File: src/rtl/pipe_pkg.sv
// Shared definitions for pipeline stage registers: occupancy encoding,
// per-boundary control-field layouts and their safe bubble values.
package pipe_pkg;

  typedef enum logic [1:0] {
    OCC_EMPTY = 2'd0,
    OCC_ONE   = 2'd1,
    OCC_FULL  = 2'd2
  } occ_e;

  typedef struct packed {
    logic       pred_taken;
    logic [6:0] rsvd;
  } if_id_ctrl_t;

  typedef struct packed {
    logic       reg_write;
    logic       mem_to_reg;
    logic       mem_read;
    logic       mem_write;
    logic       alu_src;
    logic       branch;
    logic [1:0] alu_op;
    logic [4:0] rd;
  } id_ex_ctrl_t;

  typedef struct packed {
    logic       reg_write;
    logic       mem_to_reg;
    logic       mem_read;
    logic       mem_write;
    logic [4:0] rd;
  } ex_mem_ctrl_t;

  typedef struct packed {
    logic       reg_write;
    logic       mem_to_reg;
    logic [1:0] wb_sel;
    logic [4:0] rd;
  } mem_wb_ctrl_t;

  // Bubbles must never write state: all enables low, rd = x0.
  localparam logic [7:0]  IF_ID_BUBBLE  = '0;
  localparam logic [12:0] ID_EX_BUBBLE  = '0;
  localparam logic [8:0]  EX_MEM_BUBBLE = '0;
  localparam logic [8:0]  MEM_WB_BUBBLE = '0;

endpackage

File: src/rtl/pipe_skid_stage.sv
// Generic pipeline stage register: valid/ready handshake with a two-entry skid
// buffer, synchronous flush and a forced-safe control field on bubbles.
module pipe_skid_stage
  import pipe_pkg::*;
#(
  parameter int unsigned         DATA_W      = 32,
  parameter int unsigned         CTRL_W      = 8,
  parameter logic [CTRL_W-1:0]   BUBBLE_CTRL = '0
) (
  input  logic              Clk,
  input  logic              Reset,
  input  logic              InValid,
  output logic              InReady,
  input  logic [DATA_W-1:0] InData,
  input  logic [CTRL_W-1:0] InCtrl,
  input  logic              Flush,
  output logic              OutValid,
  input  logic              OutReady,
  output logic [DATA_W-1:0] OutData,
  output logic [CTRL_W-1:0] OutCtrl,
  output logic [1:0]        Occupancy
);

  occ_e              state_q, state_d;
  logic              in_ready_q, in_ready_d;
  logic              main_valid_q, main_valid_d;
  logic [DATA_W-1:0] main_data_q, main_data_d;
  logic [CTRL_W-1:0] main_ctrl_q, main_ctrl_d;
  logic              skid_valid_q, skid_valid_d;
  logic [DATA_W-1:0] skid_data_q, skid_data_d;
  logic [CTRL_W-1:0] skid_ctrl_q, skid_ctrl_d;
  logic              push, pop;

  assign push = InValid & in_ready_q;
  assign pop  = main_valid_q & OutReady;

  always_comb begin
    state_d      = state_q;
    main_valid_d = main_valid_q;
    main_data_d  = main_data_q;
    main_ctrl_d  = main_ctrl_q;
    skid_valid_d = skid_valid_q;
    skid_data_d  = skid_data_q;
    skid_ctrl_d  = skid_ctrl_q;

    if (Flush) begin
      // Data registers are left as-is; only the valid bits matter.
      state_d      = OCC_EMPTY;
      main_valid_d = 1'b0;
      skid_valid_d = 1'b0;
    end else begin
      unique case (state_q)
        OCC_EMPTY: begin
          if (push) begin
            state_d      = OCC_ONE;
            main_valid_d = 1'b1;
            main_data_d  = InData;
            main_ctrl_d  = InCtrl;
          end
        end
        OCC_ONE: begin
          if (push && !pop) begin
            state_d      = OCC_FULL;
            skid_valid_d = 1'b1;
            skid_data_d  = InData;
            skid_ctrl_d  = InCtrl;
          end else if (push && pop) begin
            main_data_d = InData;
            main_ctrl_d = InCtrl;
          end else if (pop) begin
            state_d      = OCC_EMPTY;
            main_valid_d = 1'b0;
          end
        end
        OCC_FULL: begin
          if (pop) begin
            state_d      = OCC_ONE;
            main_data_d  = skid_data_q;
            main_ctrl_d  = skid_ctrl_q;
            skid_valid_d = 1'b0;
          end
        end
        default: begin
          state_d      = OCC_EMPTY;
          main_valid_d = 1'b0;
          skid_valid_d = 1'b0;
        end
      endcase
    end

    // Registered ready keeps OutReady off any combinational path to InReady.
    in_ready_d = (state_d != OCC_FULL);
  end

  always_ff @(posedge Clk) begin
    if (!Reset) begin
      state_q      <= OCC_EMPTY;
      in_ready_q   <= 1'b0;
      main_valid_q <= 1'b0;
      main_data_q  <= '0;
      main_ctrl_q  <= '0;
      skid_valid_q <= 1'b0;
      skid_data_q  <= '0;
      skid_ctrl_q  <= '0;
    end else begin
      state_q      <= state_d;
      in_ready_q   <= in_ready_d;
      main_valid_q <= main_valid_d;
      main_data_q  <= main_data_d;
      main_ctrl_q  <= main_ctrl_d;
      skid_valid_q <= skid_valid_d;
      skid_data_q  <= skid_data_d;
      skid_ctrl_q  <= skid_ctrl_d;
    end
  end

  assign InReady   = in_ready_q;
  assign OutValid  = main_valid_q;
  assign OutData   = main_data_q;
  assign OutCtrl   = main_valid_q ? main_ctrl_q : BUBBLE_CTRL;
  assign Occupancy = state_q;

endmodule
File: config.mk
export PLATFORM = sky130hd
export DESIGN_NAME = pipe_skid_stage
export DESIGN_NICKNAME = d
export VERILOG_FILES = /design/src/rtl/pipe_pkg.sv /design/src/rtl/pipe_skid_stage.sv
export SDC_FILE = /design/constraint.sdc
export NUM_CORES = 1
export LEC_CHECK = 0
export ABC_AREA = 1
export CAP_MARGIN = 20
export CORE_MARGIN = 2
export CORE_UTILIZATION = 50
export CTS_CLUSTER_SIZE = 8
export DETAILED_ROUTE_END_ITERATION = 16
export PLACE_DENSITY = 0.78
export SYNTH_ARGS = -nofsm -noshare
export SYNTH_HDL_FRONTEND = slang
export SYNTH_SLANG_ARGS = --single-unit
File: constraint.sdc
create_clock -name Clk -period 1.9 [get_ports Clk]
set_input_delay 0.19 -clock Clk [delete_from_list [all_inputs] [get_ports Clk]]
set_output_delay 0.19 -clock Clk [all_outputs]
set_load 0.01 [all_outputs]
==> impl_results.md, run 1 <==
* Run status: finished, final reports clean
* Type of the setup path with the least slack: register to primary output
* Max-slew violation count at 0
* Average wire per standard cell at roughly 13 um
* Transition at the pin with the smallest max-transition slack at 496.4 ps
* Upper clock frequency limit at roughly 0.55 GHz
* Clock input transition at the sequential cells of the worst setup and hold paths at about 90 ps
* Later-pin clock latency in the skew report at 360 ps
* Maxcap violations at 0
* Final core utilization at 0.6743
* Starting density of the core at 0.5153
* Total gr overflow at 0
* Yosys warnings at 0
* Placed wire-length estimate after detailed placement at 6857 um
* Area delta synth->final at 30.86%
* Mapped Area at 3961 um^2
* Synth Net Count at 670
* Number of synthesized register bits at 84
* Pin count of the biggest net entering global routing at 44
* Setup TNS at 0 ps
* Port bufs at 88
* H-Tree Level Count at 3
* Number of nets with antenna violations after routing at 0
* Total iterations of the first detailed-routing run at 5
* Gate count of the mapped netlist at about 630
* Number of instances in the placed design at 790
* TritonCTS clock tree: done
* Area share of the largest cell type after synthesis at 0.4245
* Sequential cell area in the final layout at 1683 um^2
* Multi-input gate area in the final layout at between 1500 and 2000 um^2
* DR iter-0 viols at roughly 250
* Hold WC Path Type: primary input to register
* Critical Path Start Type: register
* Remaining routing DRC violations at 0
* Arrival time at the worst endpoint at about 1600 ps
* Syn Area/Cell at about 6.3 um^2
* DIE AREA at just under 9000 um^2
* Total clock buffers created by CTS at 9
* Headroom to the max-slew limit at 0.6691
* Number of sinks on the clock net at 84
* Ratio of routed vias to standard cells at 4.988
* Hold violation total from the final report at 0
* Total wire length at a little over 10,000 um
* Unrepaired setup endpoints after global routing: false
* Via count of the first global-routing pass at roughly 3,500
* Post-route fraction of the period consumed by the critical path at 0.9488
* Global-route usage over all layers at 0.2401
* Worst setup EP type: primary output
* Worst hold-check slack at 435.0 ps
* Antenna violations before repair at 0
* Post-Route Skew at 10.08 ps
* Max VDD drop at 376.5 uV
* Top Ports at 89
* Clock period minus final worst setup slack at 1803 ps
* Most common library cell in the layout ignoring fill and taps: sky130_fd_sc_hd__nand2_1
* Synth unique cells at 18
* Global-route wire length before repair at around 17,000 um
* Cell taking the most area after synthesis: sky130_fd_sc_hd__dfxtp_1
* Via total after detailed routing at between 4,000 and 5,000
* Fraction of final layout cells sized beyond drive strength 1 at 0.06392
* Count of antenna diodes in the layout at 0
* Final Wtd Congestion at around 0.85
* CTS Hold Buffers Added at 0
* Vert. Die Dim at slightly above 90 um
* Leak pwr at 2.328 nW
* Commonest cells after routing, fill and taps aside: 223 x sky130_fd_sc_hd__nand2_1, 88 x sky130_fd_sc_hd__clkdlybuf4s50_1, 84 x sky130_fd_sc_hd__nand3_1
* Biggest fanout along the worst timing path at 11
* Number of inserted filler cells in the final layout at ~700
* Part of the Yosys area used for sequential elements at 0.4245
* Core box area at between 7000 and 8000 um^2
* Total number of placement rows at 32
* Final setup viols at 0
* Dominant cells by area after synthesis: sky130_fd_sc_hd__dfxtp_1 42%, sky130_fd_sc_hd__nand2_1 21%, sky130_fd_sc_hd__nand3_1 11%, sky130_fd_sc_hd__nor2_1 8.0%, sky130_fd_sc_hd__a21oi_1 5.6%
* Max Buffers Root-to-Sink at 2
* NumNets Final at around 740
* Cell Pwr Density at between 700 and 800 nW/um^2
* Die extent in x at roughly 93 um
* Required time at the endpoint of the critical path at roughly 1700 ps
* CTS Root Cell: sky130_fd_sc_hd__clkbuf_8
* Final std cells w/o fill at 806
==> cell families (layout without fill, tap and decap cells) <==
| logic type | after synthesis | after routing | synth area share |
|---|---|---|---|
| AND/OR/NAND/NOR | 396 | 396 | 0.4062 |
| buffers and inverters | 98 | 177 | 0.1090 |
| flip-flops | 84 | 84 | 0.4245 |
| AO/OA/AOI/OAI | 47 | 47 | 0.06033 |
==> per-layer routing <==
| layer | share of wire | up-vias | routed length, um | track usage |
|---|---|---|---|---|
| li1 | - | 2073 | - | - |
| met1 | 0.45 | 1793 | 4554 | 0.3109 |
| met2 | 0.47 | 134 | 4813 | 0.3955 |
| met3 | 0.051 | 20 | 520 | 0.03707 |
| met4 | 0.024 | 0 | 248 | 0.1091 |
| met5 | 0 | - | 0 | 0 |
==> registers in the layout, summed over array words and instances, names as in the netlist <==
register     cells
InReady          1
Occupancy        2
OutData         32
OutValid         1
main_ctrl_q      8
skid_ctrl_q      8
skid_data_q     32
==> path summary, 6_finish.rpt <==
kind         slack [ps]            from  depth (start not counted)               to
min                 440      InData[31]                          3  skid_data_q[31]
max                 100        OutValid                          3       OutCtrl[7]
min reg2reg         460  skid_ctrl_q[3]                          2   skid_ctrl_q[3]
max reg2reg         250    Occupancy[1]                          9      OutData[28]
==> metrics by stage <==
step           setup WS (ps)  total power, mW  instance area (um^2)
3_3_place_gp           176.1            2.450                  4933
5_1_grt                41.78            4.143                  5184
3_5_place_dp           134.7            2.462                  4933
2_1_floorplan          566.1            2.185                  3961
6_report               97.29            3.980                  5184
4_1_cts                100.5            3.997                  5184
==> cells in the mapped netlist <==
master,count
sky130_fd_sc_hd__inv_2,4
sky130_fd_sc_hd__nor2_1,84
sky130_fd_sc_hd__buf_4,1
sky130_fd_sc_hd__nor2_4,1
sky130_fd_sc_hd__clkinv_1,1
sky130_fd_sc_hd__nand2_2,1
sky130_fd_sc_hd__dfxtp_1,84
sky130_fd_sc_hd__buf_1,4
sky130_fd_sc_hd__inv_1,51
sky130_fd_sc_hd__o21ai_0,2
sky130_fd_sc_hd__buf_2,24
sky130_fd_sc_hd__nor2_2,3
sky130_fd_sc_hd__clkbuf_1,9
sky130_fd_sc_hd__nand2_1,223
sky130_fd_sc_hd__buf_6,4
sky130_fd_sc_hd__nand3_1,84
sky130_fd_sc_hd__a21oi_1,44
sky130_fd_sc_hd__o21ai_2,1
==> critical path: stages, from the launching register on <==
cell                              delay (ps)
sky130_fd_sc_hd__dfxtp_2                 520
sky130_fd_sc_hd__nand2_1                 150
sky130_fd_sc_hd__inv_1                    70
sky130_fd_sc_hd__clkdlybuf4s50_1         520
==> report_power, final <==
part | switching (mW) | total [mW] | internal [mW]
logic | 0.283 | 0.559 | 0.276
registers | 0.0384 | 1.86 | 1.82
clock network | 0.650 | 1.56 | 0.909
total | 0.971 | 3.98 | 3.01
==> layout make-up <==
class | instances | share of cell area
tap | 102 | 0.02462
clock buffer | 10 | 0.02655
sequential | 84 | 0.3246
multi-input combinational | 443 | 0.3604
inverter | 56 | 0.04055
clock inverter | 6 | 0.02148
timing repair buffer | 105 | 0.2018
==> what timing repair did <==
item                       4_1_cts  5_1_grt
setup endpoints to repair        8        0
setup buffers                    0        0
resized for setup                1        0
No activity file was read; power rests on OpenSTA's default activity.
==> run 2, diff against run 1 <==
--- a/config.mk
+++ b/config.mk
@@ -9,7 +9,6 @@
 export CAP_MARGIN = 20
 export CORE_MARGIN = 2
 export CORE_UTILIZATION = 50
-export CTS_CLUSTER_SIZE = 8
 export DETAILED_ROUTE_END_ITERATION = 16
 export PLACE_DENSITY = 0.78
 export SYNTH_ARGS = -nofsm -noshare
==> results of run 2 <==
Final layout, timing and power as in run 1 (identical DEF).
